`config.mk`:
```
export PLATFORM = sky130hd
export DESIGN_NAME = uart_rx_os
export DESIGN_NICKNAME = d
export VERILOG_FILES = /design/src/rtl/uart_pkg.sv /design/src/rtl/uart_rx_os_baud_tick.sv /design/src/rtl/uart_rx_os.sv
export SDC_FILE = /design/constraint.sdc
export NUM_CORES = 2
export LEC_CHECK = 0
export CAP_MARGIN = 40
export CELL_PAD_IN_SITES_DETAIL_PLACEMENT = 1
export CELL_PAD_IN_SITES_GLOBAL_PLACEMENT = 1
export CORE_MARGIN = 2
export CORE_UTILIZATION = 40
export DETAILED_ROUTE_END_ITERATION = 10
export GPL_ROUTABILITY_DRIVEN = 0
export PLACE_DENSITY_LB_ADDON = 0.1
export SETUP_SLACK_MARGIN = 0.3
export SLEW_MARGIN = 20
export SYNTH_ARGS = -nofsm -noshare
export SYNTH_HDL_FRONTEND = slang
export SYNTH_HIERARCHICAL = 1
export SYNTH_SLANG_ARGS = --single-unit
export TNS_END_PERCENT = 20
```
`constraint.sdc`:
```
create_clock -name clk -period 5.6 [get_ports clk]
set_input_delay 0.84 -clock clk [delete_from_list [all_inputs] [get_ports clk]]
set_output_delay 0.84 -clock clk [all_outputs]
set_load 0.05 [all_outputs]
```
`src/rtl/uart_pkg.sv`:
```
// -----------------------------------------------------------------------------
// uart_pkg
// Shared definitions for the UART receiver and transmitter: FSM state encoding,
// oversampling constants, mid-bit sample indices, data width, divisor type and
// the baud divisor helper.
// No ports (package).
// -----------------------------------------------------------------------------
package uart_pkg;

  typedef enum logic [1:0] {
    IDLE,
    START,
    DATA,
    STOP
  } uart_state_e;

  localparam int OVERSAMPLE = 16;
  localparam int DATA_BITS  = 8;

  // Tick indices inside a 16-tick bit window used for the 3-sample vote.
  localparam logic [3:0] SAMPLE_LO  = 4'd7;
  localparam logic [3:0] SAMPLE_MID = 4'd8;
  localparam logic [3:0] SAMPLE_HI  = 4'd9;

  localparam logic [3:0] TICK_LAST = 4'(OVERSAMPLE - 1);
  localparam logic [2:0] BIT_LAST  = 3'(DATA_BITS - 1);

  typedef logic [31:0] uart_div_t;

  // clk_freq / (baud * os) in 32-bit arithmetic; a zero result (or a zero
  // denominator) yields 1 so the tick counter always advances.
  function automatic uart_div_t calc_div(input uart_div_t freq,
                                         input uart_div_t rate,
                                         input int unsigned os);
    uart_div_t den;
    uart_div_t q;
    den = rate * uart_div_t'(os);
    if (den == '0) begin
      q = '0;
    end else begin
      q = freq / den;
    end
    if (q == '0) begin
      q = 32'd1;
    end
    return q;
  endfunction

  // 2-of-3 majority.
  function automatic logic maj3(input logic a, input logic b, input logic c);
    return (a & b) | (a & c) | (b & c);
  endfunction

endpackage

```
`src/rtl/uart_rx_os_baud_tick.sv`:
```
// -----------------------------------------------------------------------------
// uart_baud_tick
// Oversampling tick generator. Computes the divisor every cycle from the
// clock frequency and baud rate, latches it when a frame starts, and pulses
// tick once every div clocks while enabled.
// Ports:
//   clk, rst        clock, asynchronous active-high reset
//   clk_freq, baud  clock frequency (Hz) and baud rate (bit/s)
//   restart         latch divisor and zero the counter (frame start)
//   enable          count while high
//   tick            one-cycle pulse when the counter wraps
// -----------------------------------------------------------------------------
module uart_baud_tick #(
  parameter int OVERSAMPLE = uart_pkg::OVERSAMPLE
) (
  input  logic        clk,
  input  logic        rst,
  input  logic [31:0] clk_freq,
  input  logic [31:0] baud,
  input  logic        restart,
  input  logic        enable,
  output logic        tick
);
  import uart_pkg::*;

  uart_div_t tick_div_q, tick_div_d;
  uart_div_t div_q, div_d;
  uart_div_t cnt_q, cnt_d;
  logic      wrap;

  // Counter has reached the last count of the latched period.
  assign wrap = (cnt_q >= (div_q - 32'd1));
  assign tick = enable && !restart && wrap;

  always_comb begin
    tick_div_d = calc_div(clk_freq, baud, OVERSAMPLE);
    div_d      = div_q;
    cnt_d      = cnt_q;
    if (restart) begin
      // Divisor is frozen for the whole frame; counter phase-aligns to the edge.
      div_d = tick_div_q;
      cnt_d = '0;
    end else if (enable) begin
      cnt_d = wrap ? '0 : cnt_q + 32'd1;
    end
  end

  always_ff @(posedge clk or posedge rst) begin
    if (rst) begin
      tick_div_q <= 32'd1;
      div_q      <= 32'd1;
      cnt_q      <= '0;
    end else begin
      tick_div_q <= tick_div_d;
      div_q      <= div_d;
      cnt_q      <= cnt_d;
    end
  end

endmodule

```
`src/rtl/uart_rx_os.sv`:
```
// -----------------------------------------------------------------------------
// uart_rx_os
// 8N1 UART receiver with 16x oversampling and runtime baud programming.
// Synchronizes rx, rejects start glitches, majority-votes each bit on ticks
// 7/8/9 and hands bytes out through a valid/ready handshake.
// Ports:
//   clk, rst           clock, asynchronous active-high reset
//   clk_freq, baud     clock frequency (Hz), baud rate (bit/s)
//   rx                 asynchronous serial input, idle high
//   rx_ready           consumer accepts data_out while rx_valid is high
//   data_out           last received byte (LSB received first)
//   rx_valid           byte available, held until accepted
//   frame_err          1-cycle pulse: stop bit sampled 0
//   overrun            1-cycle pulse: byte completed while rx_valid still high
//   busy               frame in progress
// -----------------------------------------------------------------------------
module uart_rx_os #(
  parameter int OVERSAMPLE  = uart_pkg::OVERSAMPLE,
  parameter int SYNC_STAGES = 2
) (
  input  logic        clk,
  input  logic        rst,
  input  logic [31:0] clk_freq,
  input  logic [31:0] baud,
  input  logic        rx,
  input  logic        rx_ready,
  output logic [7:0]  data_out,
  output logic        rx_valid,
  output logic        frame_err,
  output logic        overrun,
  output logic        busy
);
  import uart_pkg::*;

  logic [SYNC_STAGES-1:0] sync_q, sync_d;
  uart_state_e            state_q, state_d;
  logic [3:0]             t_q, t_d;
  logic [2:0]             bit_q, bit_d;
  logic                   s0_q, s0_d;
  logic                   s1_q, s1_d;
  logic [7:0]             shift_q, shift_d;
  logic [7:0]             data_q, data_d;
  logic                   valid_q, valid_d;
  logic                   ferr_q, ferr_d;
  logic                   ovr_q, ovr_d;
  logic                   armed_q, armed_d;

  logic rx_s;
  logic restart;
  logic tick;
  logic vote;

  assign rx_s    = sync_q[SYNC_STAGES-1];
  assign restart = (state_q == IDLE) && armed_q && !rx_s;
  // The third sample is taken live on the t=9 tick.
  assign vote    = maj3(s0_q, s1_q, rx_s);

  assign data_out  = data_q;
  assign rx_valid  = valid_q;
  assign frame_err = ferr_q;
  assign overrun   = ovr_q;
  assign busy      = (state_q != IDLE);

  uart_baud_tick #(
    .OVERSAMPLE(OVERSAMPLE)
  ) u_tick (
    .clk      (clk),
    .rst      (rst),
    .clk_freq (clk_freq),
    .baud     (baud),
    .restart  (restart),
    .enable   (busy),
    .tick     (tick)
  );

  always_comb begin
    sync_d  = {sync_q[SYNC_STAGES-2:0], rx};
    state_d = state_q;
    t_d     = t_q;
    bit_d   = bit_q;
    s0_d    = s0_q;
    s1_d    = s1_q;
    shift_d = shift_q;
    data_d  = data_q;
    valid_d = valid_q && !rx_ready;
    ferr_d  = 1'b0;
    ovr_d   = 1'b0;
    armed_d = armed_q;

    // Sample capture is common to every active state.
    if (busy && tick) begin
      if (t_q == SAMPLE_LO)  s0_d = rx_s;
      if (t_q == SAMPLE_MID) s1_d = rx_s;
      t_d = t_q + 4'd1;
    end

    case (state_q)
      IDLE: begin
        if (rx_s) armed_d = 1'b1;
        if (restart) begin
          state_d = START;
          t_d     = '0;
        end
      end
      START: begin
        if (tick) begin
          if (t_q == SAMPLE_HI && vote) begin
            state_d = IDLE;           // glitch: silently back to idle
          end else if (t_q == TICK_LAST) begin
            // Start confirmed at t=9; the start window runs out its 16 ticks
            // so every data window stays centred on the vote point.
            state_d = DATA;
            bit_d   = '0;
          end
        end
      end
      DATA: begin
        if (tick) begin
          if (t_q == SAMPLE_HI) shift_d = {vote, shift_q[7:1]};
          if (t_q == TICK_LAST) begin
            if (bit_q == BIT_LAST) state_d = STOP;
            else bit_d = bit_q + 3'd1;
          end
        end
      end
      STOP: begin
        if (tick && t_q == SAMPLE_HI) begin
          state_d = IDLE;
          if (vote) begin
            data_d  = shift_q;
            valid_d = 1'b1;
            // Acceptance in the same cycle means the old byte was consumed.
            ovr_d   = valid_q && !rx_ready;
          end else begin
            ferr_d  = 1'b1;
            armed_d = 1'b0;           // wait for the line to return high
          end
        end
      end
      default: state_d = IDLE;
    endcase
  end

  always_ff @(posedge clk or posedge rst) begin
    if (rst) begin
      sync_q  <= '1;
      state_q <= IDLE;
      t_q     <= '0;
      bit_q   <= '0;
      s0_q    <= 1'b1;
      s1_q    <= 1'b1;
      shift_q <= '0;
      data_q  <= '0;
      valid_q <= 1'b0;
      ferr_q  <= 1'b0;
      ovr_q   <= 1'b0;
      armed_q <= 1'b0;
    end else begin
      sync_q  <= sync_d;
      state_q <= state_d;
      t_q     <= t_d;
      bit_q   <= bit_d;
      s0_q    <= s0_d;
      s1_q    <= s1_d;
      shift_q <= shift_d;
      data_q  <= data_d;
      valid_q <= valid_d;
      ferr_q  <= ferr_d;
      ovr_q   <= ovr_d;
      armed_q <= armed_d;
    end
  end

endmodule

```
==> impl_metrics.env, run 1 <==
export IMPL_clock_sinks=129
export IMPL_synth_area_leaders="ha_1, dfrtp_1, xnor2_1, a21oi_1, nor2_1"
export IMPL_hpwl_um=125000
export IMPL_cts_made_buffers=17
export IMPL_die_w_um=270
export IMPL_postCtsSetupRepairBufs=342
export IMPL_yosysUniqueCellTypes=105
export IMPL_synth_edf_count=0
export IMPL_cts_root_buf="clkbuf_16"
export IMPL_cts_buffer_depth=2
export IMPL_synthArstFlopShare=1.00
export IMPL_io_buffers=75
export IMPL_synth_common_cells="ha_1, nor2_1, nand2_1"
export IMPL_avgSynthCellArea_sq_um=7.43
export IMPL_synth_area_sq_um=28400
export IMPL_yosys_warnings=6
export IMPL_ys_seq_area_frac=0.114
export IMPL_h_tree_depth=4
export IMPL_ctsResizeCount=661
export IMPL_holdBufCountCts=0
export IMPL_synth_seq_cells=129
export IMPL_synth_area_leader_cell="ha_1"
export IMPL_error="[ERROR DPL-0033] detailed placement checks failed during check placement."
export IMPL_haltStage="4_1_cts"
export IMPL_postSynthCellCount=3820
export IMPL_placed_area_sq_um=43100
export IMPL_row_count=97
export IMPL_synth_most_common_cell="ha_1"
export IMPL_die_y_um=270
export IMPL_synth_top_area_share=0.196
export IMPL_top_level_ports=80
export IMPL_initial_utilization=0.405
export IMPL_ys_dominant_reg_cell="dfrtp_1"
export IMPL_status="stopped before the end"
[logic make-up after synthesis]
kind of cell / after synthesis / synth area share
flops: 129 / 0.114
buf+inv: 296 / 0.0403
mux: 138 / 0.0541
fa+ha+maj: 446 / 0.196
other cells: 1 / 0.000132
xor+xnor: 276 / 0.0851
compound gates: 1203 / 0.283
simple gates: 1331 / 0.227
[stage by stage]
| step | cells | hold slack (ns) | setup WS [ns] | TNS, ns |
|---|---|---|---|---|
| floorplan | 3823 | 0.345 | -43.59 | -834.63 |
| global placement | 6319 | 0.347 | -47.39 | -916.28 |
| detailed placement | 6320 | 0.354 | -49.93 | -972.04 |
==> inputs of run 2 (changes only) <==
CELL_PAD_IN_SITES_DETAIL_PLACEMENT = default   (was 1)
CELL_PAD_IN_SITES_GLOBAL_PLACEMENT = default   (was 1)
CORE_UTILIZATION = 25   (was 40)
PLACE_DENSITY_LB_ADDON = 0.15   (was 0.1)
SETUP_SLACK_MARGIN = default   (was 0.3)
clock period = 7.28 ns   (was 5.6 ns; I/O delays follow)
==> impl_metrics.env, run 2 <==
export IMPL_reg_largest_list="u_tick/cnt_q: 32 flops, u_tick/div_q: 32 flops, u_tick/tick_div_q: 32 flops"
export IMPL_synth_area_leaders="ha_1, dfrtp_1, xnor2_1, a21oi_1, nor2_1"
export IMPL_grt_use_met1=0.318
export IMPL_drtAntennaViolNets=0
export IMPL_p_leak_uw=0.0236
export IMPL_drc=0
export IMPL_cts_tree="yes"
export IMPL_critPathMaxStageDelay_ns=0.56
export IMPL_cts_root_buf="clkbuf_16"
export IMPL_h_tree_depth=4
export IMPL_cp_slowest_cell="or4_4"
export IMPL_final_common_cell="buf_4"
export IMPL_initial_utilization=0.252
export IMPL_ys_dominant_reg_cell="dfrtp_1"
export IMPL_grt_max_degree=61
export IMPL_area_delta_synth_final_pct=72.9
export IMPL_fin_ws_ns=-43.23
export IMPL_post_place_ws_ns=-47.24
export IMPL_yosysUniqueCellTypes=105
export IMPL_gr_usage_met2=0.397
export IMPL_synth_edf_count=0
export IMPL_drv_cap=0
export IMPL_seqPwrFrac=0.136
export IMPL_dp_cells=6904
export IMPL_hpwl_um=112000
export IMPL_post_route_min_period_ns=50.51
export IMPL_rsz0062_at_grt="true"
export IMPL_synth_area_sq_um=28400
export IMPL_die_y_um=341
export IMPL_antenna_found_initial=2
export IMPL_grt_pass1_wl_um=210000
export IMPL_die_w_um=341
export IMPL_required_ns=7.60
export IMPL_ir_worst_vdd_v=0.000114
export IMPL_min_delay_path_depth=0
export IMPL_path_clk_slew_ns=0.06
export IMPL_netSwitchingFraction=0.409
export IMPL_avgSynthCellArea_sq_um=7.43
export IMPL_overflow=0
export IMPL_clock_latency_ns=0.43
export IMPL_synthArstFlopShare=1.00
export IMPL_routed_wl_um=139000
export IMPL_synth_area_leader_cell="ha_1"
export IMPL_p_int_uw=3450
export IMPL_power_share_combinational=0.717
export IMPL_track_usage=0.231
export IMPL_fmax_mhz=19.8
export IMPL_power_share_clock=0.147
export IMPL_cpMostUsedCell="buf_4"
export IMPL_postSynthCellCount=3820
export IMPL_min_path_type="flop to flop"
export IMPL_mostFrequentLayoutCells="buf_4, ha_1, nand2_1"
export IMPL_violations="setup timing"
export IMPL_globalRouteMet3Util=0.0136
export IMPL_cts_buffer_depth=2
export IMPL_p_switching_uw=2390
export IMPL_drt_first_iter_violations=2228
export IMPL_tightest_slew_ns=0.726
export IMPL_synth_top_area_share=0.196
export IMPL_finClkSkew_ns=0.0116
export IMPL_crit_path_start_kind="primary input"
export IMPL_dr_pass1_iters=5
export IMPL_grt_pass1_vias=35681
export IMPL_synth_common_cells="ha_1, nor2_1, nand2_1"
export IMPL_ys_seq_area_frac=0.114
export IMPL_synth_most_common_cell="ha_1"
export IMPL_final_nets=6173
export IMPL_vias=35925
export IMPL_cts_made_buffers=17
export IMPL_crit_type="primary input to flop"
export IMPL_fin_cells=7173
export IMPL_status="finished with violations"
export IMPL_via_per_inst=5.01
export IMPL_top_level_ports=80
export IMPL_wire_per_inst_um=19.4
export IMPL_io_buffers=75
export IMPL_yosys_warnings=6
export IMPL_relSlewSlack=0.516
export IMPL_slew_violations=0
export IMPL_arrival_ns=50.84
export IMPL_coreArea_sq_um=112000
export IMPL_drive_gt1_frac=0.450
export IMPL_worstSetupEndpointType="flop"
export IMPL_cp_max_fo=13
export IMPL_row_count=123
export IMPL_rr_worst_depth=23
export IMPL_synth_seq_cells=129
export IMPL_busiest_layer="met2"
export IMPL_clock_sinks=129
export IMPL_setup_viol=24
export IMPL_hold_viol=0
export IMPL_min_period_over_period=6.94
export IMPL_n_antenna_cell=0
export IMPL_power_density_nw_per_um2=119
export IMPL_dieArea_sq_um=116000
## run 2: cell counts after synthesis
No cell type changed its count.
## run 2: repair_timing
item                                    in CTS  in global routing
hold buffers                                 0                  0
pin swaps                                  158                164
cloned                                       3                  2
endpoints found under the setup margin      24                 24
setup buffers                              163                 68
resized for setup                          327                219
## run 2: worst max-delay path, delay by kind of cell
kind	cells	cell delay, ns
xor gates and xnor gates	1	0.21
adders and majority gates	27	7.24
and+or+nand+nor	63	10.33
AOI/OAI and AO/OA	125	24.04
buffers and inverters	43	6.69
muxes	5	1.06
## run 2: worst paths after layout
| kind | startpoint | to | slack [ns] |
|---|---|---|---|
| max in group asynchronous | rst | u_tick/tick_div_q[0]$_DFF_PP1_ | 5.25 |
| setup / recovery | baud[23] | u_tick/tick_div_q[11]$_DFF_PP0_ | -43.23 |
| hold reg to reg | sync_q[0]$_DFF_PP1_ | sync_q[1]$_DFF_PP1_ | 0.36 |
| hold / removal | sync_q[0]$_DFF_PP1_ | sync_q[1]$_DFF_PP1_ | 0.36 |
| setup reg to reg | u_tick/div_q[3]$_DFFE_PP0P_ | shift_q[4]$_DFFE_PP0P_ | 0.97 |
| min in group asynchronous | rst | bit_q[1]$_DFFE_PP0P_ | 0.99 |
## run 2: cells by family (layout without fill, tap and decap cells)
group	Yosys count	in the layout	synth area share
AO/OA/AOI/OAI	1203	1204	0.283
XOR/XNOR	276	276	0.0851
adder cells (fa/ha/maj)	446	446	0.196
buffers and inverters	296	2144	0.0403
flip-flops	129	129	0.114
multiplexers	138	138	0.0541
other	1	4	0.000132
AND/OR/NAND/NOR	1331	1332	0.227
## run 2: final cells by class
cell class                 instances  area [sq um]
fill                           11435         63400
multi-input combinational       3400         27500
timing repair buffer            1942         15200
sequential                       129          3240
tap                             1500          1880
inverter                         170           641
clock buffer                      19           443
clock inverter                    13           138
## run 2: per-layer routing
metal / share of wire / wire length, um
met1: 0.48 / 66200
met2: 0.47 / 64900
met3: 0.034 / 4780
met4: 0.021 / 2940
met5: 0 / 0
## run 2: power by group through the flow
stage	registers (uW)	clock network [uW]	logic (uW)
2_1_floorplan	793	0	2020
3_3_place_gp	805	0	3760
3_5_place_dp	805	0	3750
4_1_cts	792	877	4020
5_1_grt	796	910	4560
6_report	792	857	4190
## run 2: metrics by stage
stage          hold WS, ns  setup TNS (ns)   util  area [sq um]  total power, uW
6_report             0.362         -820.40  0.436         49100             5840
2_1_floorplan        0.345         -799.54      -         29900             2810
4_1_cts              0.365         -810.20  0.422         47500             5690
3_3_place_gp         0.354         -898.84  0.392         44000             4560
3_5_place_dp         0.348         -905.87  0.392         44000             4560
5_1_grt              0.367         -864.76  0.436         49100             6270
(Power assumes the default switching activity.)
